File: config.mk
export PLATFORM = sky130hd
export DESIGN_NAME = pe_tx_arbiter
export DESIGN_NICKNAME = d
export VERILOG_FILES = /design/src/rtl/pe_tx_arbiter_pkg.sv /design/src/rtl/pe_tx_arbiter_rr_pick.sv /design/src/rtl/pe_tx_arbiter.sv
export SDC_FILE = /design/constraint.sdc
export NUM_CORES = 1
export LEC_CHECK = 0
export ABC_AREA = 1
export CELL_PAD_IN_SITES_DETAIL_PLACEMENT = 0
export CELL_PAD_IN_SITES_GLOBAL_PLACEMENT = 1
export CORE_ASPECT_RATIO = 0.5
export CORE_UTILIZATION = 34
export CTS_BUF_LIST = sky130_fd_sc_hd__clkbuf_4 sky130_fd_sc_hd__clkbuf_8
export CTS_CLUSTER_DIAMETER = 40
export DETAILED_ROUTE_END_ITERATION = 8
export PLACE_DENSITY = 0.9
export REMOVE_ABC_BUFFERS = 1
export SETUP_SLACK_MARGIN = 0.1
export SLEW_MARGIN = 20
export SYNTH_ARGS = -nofsm -noshare
export SYNTH_HDL_FRONTEND = slang
export SYNTH_HIERARCHICAL = 1
export SYNTH_SLANG_ARGS = --single-unit
File: constraint.sdc
create_clock -name clock -period 6.2 [get_ports clock]
set_clock_uncertainty 0.1 [all_clocks]
set_input_delay 0.62 -clock clock [delete_from_list [all_inputs] [get_ports clock]]
set_output_delay 0.62 -clock clock [all_outputs]
set_load 0.05 [all_outputs]
File: src/rtl/pe_tx_arbiter_pkg.sv
// Shared types for the PE transmit arbiter: FSM state encoding and flit positions
// within a packet (header first, then the payload-size flit).
package pe_tx_arbiter_pkg;

  typedef enum logic [1:0] {IDLE, HEADER, SIZE, PAYLOAD} tx_arb_state_t;

  localparam int HEADER_IDX = 0;
  localparam int SIZE_IDX   = 1;

endpackage

File: src/rtl/pe_tx_arbiter_rr_pick.sv
// Combinational round-robin selector: first requester after ptr (cyclically) wins.
// Zero latency; pick is all-zero when no request is present.
module rr_pick #(
  parameter int N  = 4,
  parameter int IW = (N > 1) ? $clog2(N) : 1
) (
  input  logic [N-1:0]  req,
  input  logic [IW-1:0] ptr,
  output logic [N-1:0]  pick,
  output logic [IW-1:0] idx
);

  logic [IW-1:0] cand;

  // Scan from lowest to highest priority so the nearest request after ptr lands last.
  always_comb begin
    pick = '0;
    idx  = '0;
    cand = '0;
    for (int i = N; i >= 1; i--) begin
      cand = IW'((int'(ptr) + i) % N);
      if (req[cand]) begin
        pick = N'(1) << cand;
        idx  = cand;
      end
    end
  end

endmodule

File: src/rtl/pe_tx_arbiter.sv
// Round-robin wormhole arbiter sharing one PE transmit port between NUM_REQ sources.
// Optional PE_TX_ARB_STATS_EN adds packet and stall counters.
module pe_tx_arbiter
  import pe_tx_arbiter_pkg::*;
#(
  parameter int NUM_REQ    = 4,
  parameter int FLIT_WIDTH = 16
) (
  input  logic                            clock,
  input  logic                            reset,
  input  logic [NUM_REQ-1:0]              req_valid_i,
  input  logic [NUM_REQ*FLIT_WIDTH-1:0]   req_data_i,
  output logic [NUM_REQ-1:0]              req_ready_o,
  output logic                            tx,
  output logic [FLIT_WIDTH-1:0]           data_o,
  input  logic                            credit_i,
  output logic [NUM_REQ-1:0]              grant_o,
  output logic                            busy_o,
  output logic                            pkt_done_o
`ifdef PE_TX_ARB_STATS_EN
  ,
  output logic [31:0]                     pkt_count_o,
  output logic [31:0]                     stall_count_o
`endif
);

  localparam int IW = $clog2(NUM_REQ);

  tx_arb_state_t         state;
  logic [IW-1:0]         gidx;
  logic [IW-1:0]         ptr;
  logic [FLIT_WIDTH-1:0] cnt;
  logic [NUM_REQ-1:0]    pick;
  logic [IW-1:0]         pick_idx;
  logic                  busy;
  logic                  xfer;
  logic                  last_flit;

  rr_pick #(.N(NUM_REQ), .IW(IW)) u_pick (
    .req  (req_valid_i),
    .ptr  (ptr),
    .pick (pick),
    .idx  (pick_idx)
  );

  assign busy        = (state != IDLE);
  assign busy_o      = busy;
  assign tx          = busy && req_valid_i[gidx];
  assign data_o      = busy ? req_data_i[gidx*FLIT_WIDTH +: FLIT_WIDTH] : '0;
  assign xfer        = tx && credit_i;
  assign req_ready_o = xfer ? grant_o : '0;

  // A zero size field closes the packet on the size flit itself.
  assign last_flit  = ((state == SIZE) && (data_o == '0)) ||
                      ((state == PAYLOAD) && (cnt == FLIT_WIDTH'(1)));
  assign pkt_done_o = xfer && last_flit;

  always_ff @(posedge clock or posedge reset) begin
    if (reset) begin
      state   <= IDLE;
      gidx    <= '0;
      ptr     <= IW'(NUM_REQ - 1);
      cnt     <= '0;
      grant_o <= '0;
    end else begin
      case (state)
        IDLE: begin
          if (|req_valid_i) begin
            gidx    <= pick_idx;
            grant_o <= pick;
            state   <= HEADER;
          end
        end
        HEADER: begin
          if (xfer) state <= SIZE;
        end
        SIZE: begin
          if (xfer) begin
            cnt   <= data_o;
            state <= PAYLOAD;
          end
        end
        PAYLOAD: begin
          if (xfer) cnt <= cnt - FLIT_WIDTH'(1);
        end
        default: state <= IDLE;
      endcase
      // Closing the packet overrides the per-state next values above.
      if (pkt_done_o) begin
        state   <= IDLE;
        grant_o <= '0;
        ptr     <= gidx;
      end
    end
  end

`ifdef PE_TX_ARB_STATS_EN
  always_ff @(posedge clock or posedge reset) begin
    if (reset) begin
      pkt_count_o   <= '0;
      stall_count_o <= '0;
    end else begin
      if (pkt_done_o)     pkt_count_o   <= pkt_count_o + 32'd1;
      if (busy && !xfer)  stall_count_o <= stall_count_o + 32'd1;
    end
  end
`endif

endmodule

# == Word level (Yosys, flattened, before mapping) ==
# Index checks and enable logic that the tools add are counted.
# word_totals
reg_bits,26
latchBits,0
ram_bits,0
romBits,0
input_bits,71
output_inout_bits,27
n_memories,0
# classes
addsub,5
mul,0
n_div,0
magnitude_cmp,5
n_eq_ne,9
shift,5
n_mux,31
n_bitwise,0
reduce_logical,18
# op_table
cell,count
64-bit by 7-bit variable part select with 16-bit output,1
16-bit two-way mux,3
4-bit two-way mux,8
16-bit case mux with 2 select lines,1
16-bit by 1-bit == test with 1-bit output (second input constant),1
16-bit logical NOT,1
2-bit two-way mux,8
1-bit by 2-bit left shift with 4-bit output (first input constant),4
16-bit by 1-bit subtractor with 16-bit output (second input constant),1
2-bit by 3-bit less-than comparator with 1-bit output (second input constant),5
1-bit binary-select mux with 2-bit select,5
3-bit != test (second input constant),3
2-bit nonzero test,4
2-bit case mux with 3 select lines,1
1-bit logical AND,5
1-bit two-way mux,5
2-bit by 1-bit adder with 2-bit output (second input constant),2
2-bit adder (second input constant),2
2-bit == test (second input constant),2
2-bit != test (second input constant),2
2-bit AND reduction,2
4-bit AND reduction,1
4-bit nonzero test,1
4-bit OR reduction,1
other kinds (4),4

# == Depth between registers and ports, before layout ==
# logic_depth
ltp_word,10
depth_mapped,16
mapped_depth_nobuf,15

# == Modules after synthesis ==
# Netlist, hierarchy kept.
# by_module_without_submodules
module,n_inst,cells_each,area_per_inst_um2
pe_tx_arbiter,1,428,2482.4
rr_pick,1,86,436.7

# == Worst setup path after synthesis ==
# Ideal clock, no wire load.
# synth_timing
path_kind,input port to output port
start,input req_valid_i[2]
end,output req_ready_o[0]
arrival_ps,2239
required_time_ps,5480
path_slack_ps,3241
stages,6
n_path_buf,0
cell_sequence,nor2_1 nor2_1 o21ai_1 a21oi_2 nand2_2 nor2_1
# synth_via
elab_chain_cells,5
# synth_lines
element,line_no,rtl
start: declaration,pe_tx_arbiter.sv:11,"input logic [NUM_REQ-1:0] req_valid_i,"
1-bit binary-select mux with 2-bit select,pe_tx_arbiter.sv:48,assign tx = busy && req_valid_i[gidx];
1-bit two-way mux (not written as such),pe_tx_arbiter.sv:48,
1-bit logical AND,pe_tx_arbiter.sv:48,
named net tx,pe_tx_arbiter.sv:14,"output logic tx,"
1-bit logical AND,pe_tx_arbiter.sv:50,assign xfer = tx && credit_i;
4-bit two-way mux,pe_tx_arbiter.sv:51,assign req_ready_o = xfer ? grant_o : '0;
end: declaration,pe_tx_arbiter.sv:13,"output logic [NUM_REQ-1:0] req_ready_o,"
# The timed path passes the listed nets, and every way through them passes these cells. The select of a mux whose other input is x is not followed.

# == Worst setup path in the final report ==
# layout_timing
start,register state[0]
end,output pkt_done_o
# layout_via
elab_chain_cells,6
elab_cells_between_ends,11
cone_classes,eq/ne: 2; mux: 1; reduce/logical: 8
# layout_lines
element,line_no,rtl
start: declaration,pe_tx_arbiter.sv:29,tx_arb_state_t state;
start signal: assignment,pe_tx_arbiter.sv:60,state <= IDLE;
start signal: assignment,pe_tx_arbiter.sv:71,state <= HEADER;
start signal: assignment,pe_tx_arbiter.sv:75,if (xfer) state <= SIZE;
2-bit nonzero test,pe_tx_arbiter.sv:46,assign busy = (state != IDLE);
16-bit two-way mux,pe_tx_arbiter.sv:49,assign data_o = busy ? req_data_i[gidx*FLIT_WIDTH +: FLIT_WIDTH] : '0;
16-bit logical NOT,pe_tx_arbiter.sv:54,assign last_flit = ((state == SIZE) && (data_o == '0)) ||
1-bit logical AND,pe_tx_arbiter.sv:54,
1-bit logical OR,pe_tx_arbiter.sv:54,
1-bit logical AND *,pe_tx_arbiter.sv:56,assign pkt_done_o = xfer && last_flit;
end: declaration,pe_tx_arbiter.sv:19,output logic pkt_done_o
# Mark *: on every way between the ends. The rest lies on a longest branch, timed or not.

==> results <==
- In the synthesized netlist, the number of instances is 514.
- The count of inserted antenna diode cells is 0.
- The chip width is approximately 130 microns.
- No sink is reached through more buffers than the 2 on the longest clock path.
- The root buffer cell chosen for the clock tree is sky130_fd_sc_hd__clkbuf_8.
- The total number of vias is around 3.3k.
- The run finished with clean final reports.
- The detailed-route wire length per cell is between 10 and 15 microns.
- In this run, synthesis inferred 0 flip-flops with an integrated enable.
- The peak clock frequency supported by timing is about 0.24 GHz.
- Counting I/O delays and the setup requirement, the final critical path takes 4250 ps.
- For this run, the register share of the synthesized area comes to about 22%.
- Once placement finished, the instance area stood at 3920 sq um.
- Across the VDD grid, the largest voltage drop is between 0.1 and 0.15 mV.
- Hold repair after CTS inserted 0 buffers.
- Tracing the worst setup path back leads to its startpoint at state[0].
- By instance count, the cell type seen most on the critical path is sky130_fd_sc_hd__nand2_1.
- With fillers left out, the area of the finished cells amounts to a little under 4000 sq um.
- The number of top-level pins is 98.
- Synthesis instantiated 33 different standard cells from the library.
- The count of warnings emitted by yosys is 6.
- The height of the chip is about 68 microns.
- The placeable core region is between 8000 and 9000 sq um.
- The total length of routed wires is between 8000 and 9000 microns.
- At the end of routability-driven placement, the weighted congestion stood at between 0.8 and 0.9.
- The final hold violation count is 0.
- Counting the fill cells in the layout gives 876.
- The clock slew at the register clock pins of the worst setup and hold paths is around 100 ps.
- The path class of the tightest hold or removal check is flop to flop.
- For this run, the slowest stage of the critical path takes ~820 ps.
- Global routing used roughly a fifth of the available tracks.
- The number of detailed-routing iterations run before antenna repair is 4.
- The startpoint of the lowest-slack hold path is cnt[13].
- Entering global routing, the biggest net connects 36 pins.
- The global-route wire length before repair is around 14000 microns.
- The summed instance area of the synthesized netlist is 2920 sq um.
- The starting density of the core is between 30% and 40%.
- In this run, CTS created clock tree buffers numbering 3.
- The floorplan has 23 rows.
- The number of nets in the layout is 682.
- By area the synthesized netlist is led by sky130_fd_sc_hd__nand2_1 (22%), sky130_fd_sc_hd__dfrtp_1 (21%), sky130_fd_sc_hd__inv_1 (10%).
- Compared with the post-synthesis result, the final layout area differs by 36.0%.
- During placement, the flow inserted port buffers numbering 97.
- The number of pins exceeding their max-slew limit in the final report is 0.
- The latest clock arrival within the worst-skew pair is about 280 ps.
- The worst max-slew margin expressed relative to the limit is 32.8%.
- In the synthesized netlist the async set-or-reset flop fraction comes to 100%.
- The critical path contains buffers and inverters numbering 4 combined.
- The number of DRC violations after detailed routing is 0.
- For the pin with the worst max-slew slack, the measured transition is between 1000 and 1500 ps.
- Walking the worst path, the cells encountered are inv_1, ha_1, clkinv_1, nand2_1, nand2_1, nor2_1, nand2_1, nor2_1, nand2_1, nand2_2, nand2_2, inv_4, clkdlybuf4s50_1.
- The H-tree depth reported by CTS is 1.
- Summed over all cells, the static leakage comes to between 1.5 and 2 nW.
- The cell with the most instances after synthesis is sky130_fd_sc_hd__nand2_1.
- In the final timing run, aggregate negative setup slack is 0 ps.
- Across the run, the number of max-cap violations was 0.
- Of all cell types, the one taking the most synthesized area is sky130_fd_sc_hd__nand2_1.
- The area taken by flip-flops and latches is ~650 sq um.
- Once the clock tree was built, the setup fixing pass inserted 0 buffers.
- On the critical path the largest part of the delay comes from buffers and inverters.
- The number of flip-flops and latches in the synthesized netlist is 26.
- The cell with the biggest individual delay on the critical path is sky130_fd_sc_hd__clkdlybuf4s50_1.
- STA classifies the critical path endpoint as an output port.
- Post-CTS repair changed the size of 0 cells.
- The aggregate global routing overflow is 0.
- The clock sink count is 26.
- The worst setup path is launched from a flop.
- The final antenna-violating net count is 0.
- The number of global-route vias before repair was slightly above 3k.
- The most used flip-flop cell after synthesis is sky130_fd_sc_hd__dfrtp_1.
- The number of vias per cell after detailed routing is about 4.6.
- The launch point of the worst reg-to-reg path is gidx[1].
- The commonest cells after synthesis are sky130_fd_sc_hd__nand2_1 (170), sky130_fd_sc_hd__inv_1 (78), sky130_fd_sc_hd__nor2_1 (64).
- The maximum fanout count along the critical path is 18.
- The worst setup path is of the flop to output port kind.
- The arrival time reported for the critical path endpoint is around 3500 ps.
- The HPWL after detailed placement is around 6700 microns.
- TritonCTS built the clock tree.
- Setup violations remaining at the end of the flow were counted as 0.
- Cells with a size suffix above 1 make up approximately 5.0% of the layout.
- Setup repair after global routing left no endpoint under its margin.
- The initial antenna violation count is 0.
- The area of the die is 8980 sq um.
- The starting DRC count in detailed routing is 130.
- Summing all multi-input logic gate instances after layout gives 1810 sq um.
- The average footprint of a synthesized cell is 5.68 sq um.
- For this design the ratio of total power to cell area is 482 nW/um^2.
- The final cycle utilization of the critical path is approximately two thirds.
- The required time at the worst-slack endpoint is between 5000 and 6000 ps.
- Of the post-synthesis cell area, the dominant cell type holds about 22%.
-- worst register-to-register path: stages (launching register included) --
cell and delay, ps:
sky130_fd_sc_hd__dfrtp_1 810, sky130_fd_sc_hd__inv_4 220, sky130_fd_sc_hd__nor2_1 150, sky130_fd_sc_hd__o21ai_1 80, sky130_fd_sc_hd__a21oi_2 180, sky130_fd_sc_hd__nand2_2 150
sky130_fd_sc_hd__a21oi_4 520, sky130_fd_sc_hd__inv_2 250, sky130_fd_sc_hd__a21oi_1 180, sky130_fd_sc_hd__o21ai_1 80, sky130_fd_sc_hd__nand2_1 70
-- routing by layer --
metal  up-vias  track usage (%)  routed length (microns)
li1       1746                -                        -
met1      1452             24.2                     4060
met2        56             38.0                     4140
met3         8             2.63                      271
met4         0             2.73                       86
met5         -                0                        0
-- final timing paths --
check,slack [ps],cells past startpoint,to
worst max-delay path,1950,13,pkt_done_o
max in group asynchronous,4900,2,cnt[15]
worst min-delay path,390,2,cnt[13]
worst max register to register,3350,10,cnt[15]
min in group asynchronous,650,2,cnt[11]
worst min register to register,390,2,cnt[13]
-- layout by cell type, fill, tap and decap left out, types with 4 or more instances in the layout --
cell / synthesis / final
sky130_fd_sc_hd__nand2_1: 170 / 170
sky130_fd_sc_hd__a21oi_1: 18 / 18
sky130_fd_sc_hd__nor3_1: 4 / 4
sky130_fd_sc_hd__nor2_2: 6 / 6
sky130_fd_sc_hd__nand2_2: 5 / 5
sky130_fd_sc_hd__clkbuf_8: 0 / 4
sky130_fd_sc_hd__o22ai_1: 4 / 4
sky130_fd_sc_hd__nand3_1: 35 / 35
sky130_fd_sc_hd__inv_1: 78 / 77
sky130_fd_sc_hd__nor2_1: 64 / 64
sky130_fd_sc_hd__o21ai_0: 32 / 32
sky130_fd_sc_hd__ha_1: 12 / 12
sky130_fd_sc_hd__o21ai_1: 13 / 13
sky130_fd_sc_hd__clkdlybuf4s50_1: 0 / 97
sky130_fd_sc_hd__dfrtp_1: 24 / 24
-- metrics by stage --
stage	utilization [%]	setup slack [ps]	total power, mW	hold slack [ps]	instances
floorplan	-	2810	1.35	343	496
global placement	47.9	2310	1.80	363	706
detailed placement	47.9	2260	1.81	361	706
CTS	48.6	1930	1.94	387	710
global route	48.6	1610	2.09	400	710
finish	48.6	1950	1.92	385	710
-- cell type report --
class / count / area share, %
clock buffer: 4 / 1.39
inverter: 86 / 8.32
multi-input combinational: 384 / 45.7
sequential: 26 / 16.4
tap: 112 / 3.53
timing repair buffer: 98 / 24.6
-- state kept, by name (all words and copies together) (netlist names) --
signal / count
grant_o: 4
cnt: 16
state: 2
ptr: 2
gidx: 2
-- cell families (layout without fill, tap and decap cells) --
group	Yosys count	count (layout)	synth area share, %
AOI/OAI and AO/OA	74	74	13.8
DFF	26	26	22.4
xor gates and xnor gates	5	5	1.50
and+or+nand+nor	293	293	41.7
buffers and inverters	104	188	15.5
adders and majority gates	12	12	5.14
-- power by group --
group	switching (mW)	internal (mW)	leakage, nW	total [mW]
Combinational	0.975	0.480	1.65	1.46
Clock	0.0603	0.0570	0.0288	0.117
Sequential	0.0993	0.244	0.319	0.343
Power figures use the tool's default switching activity.
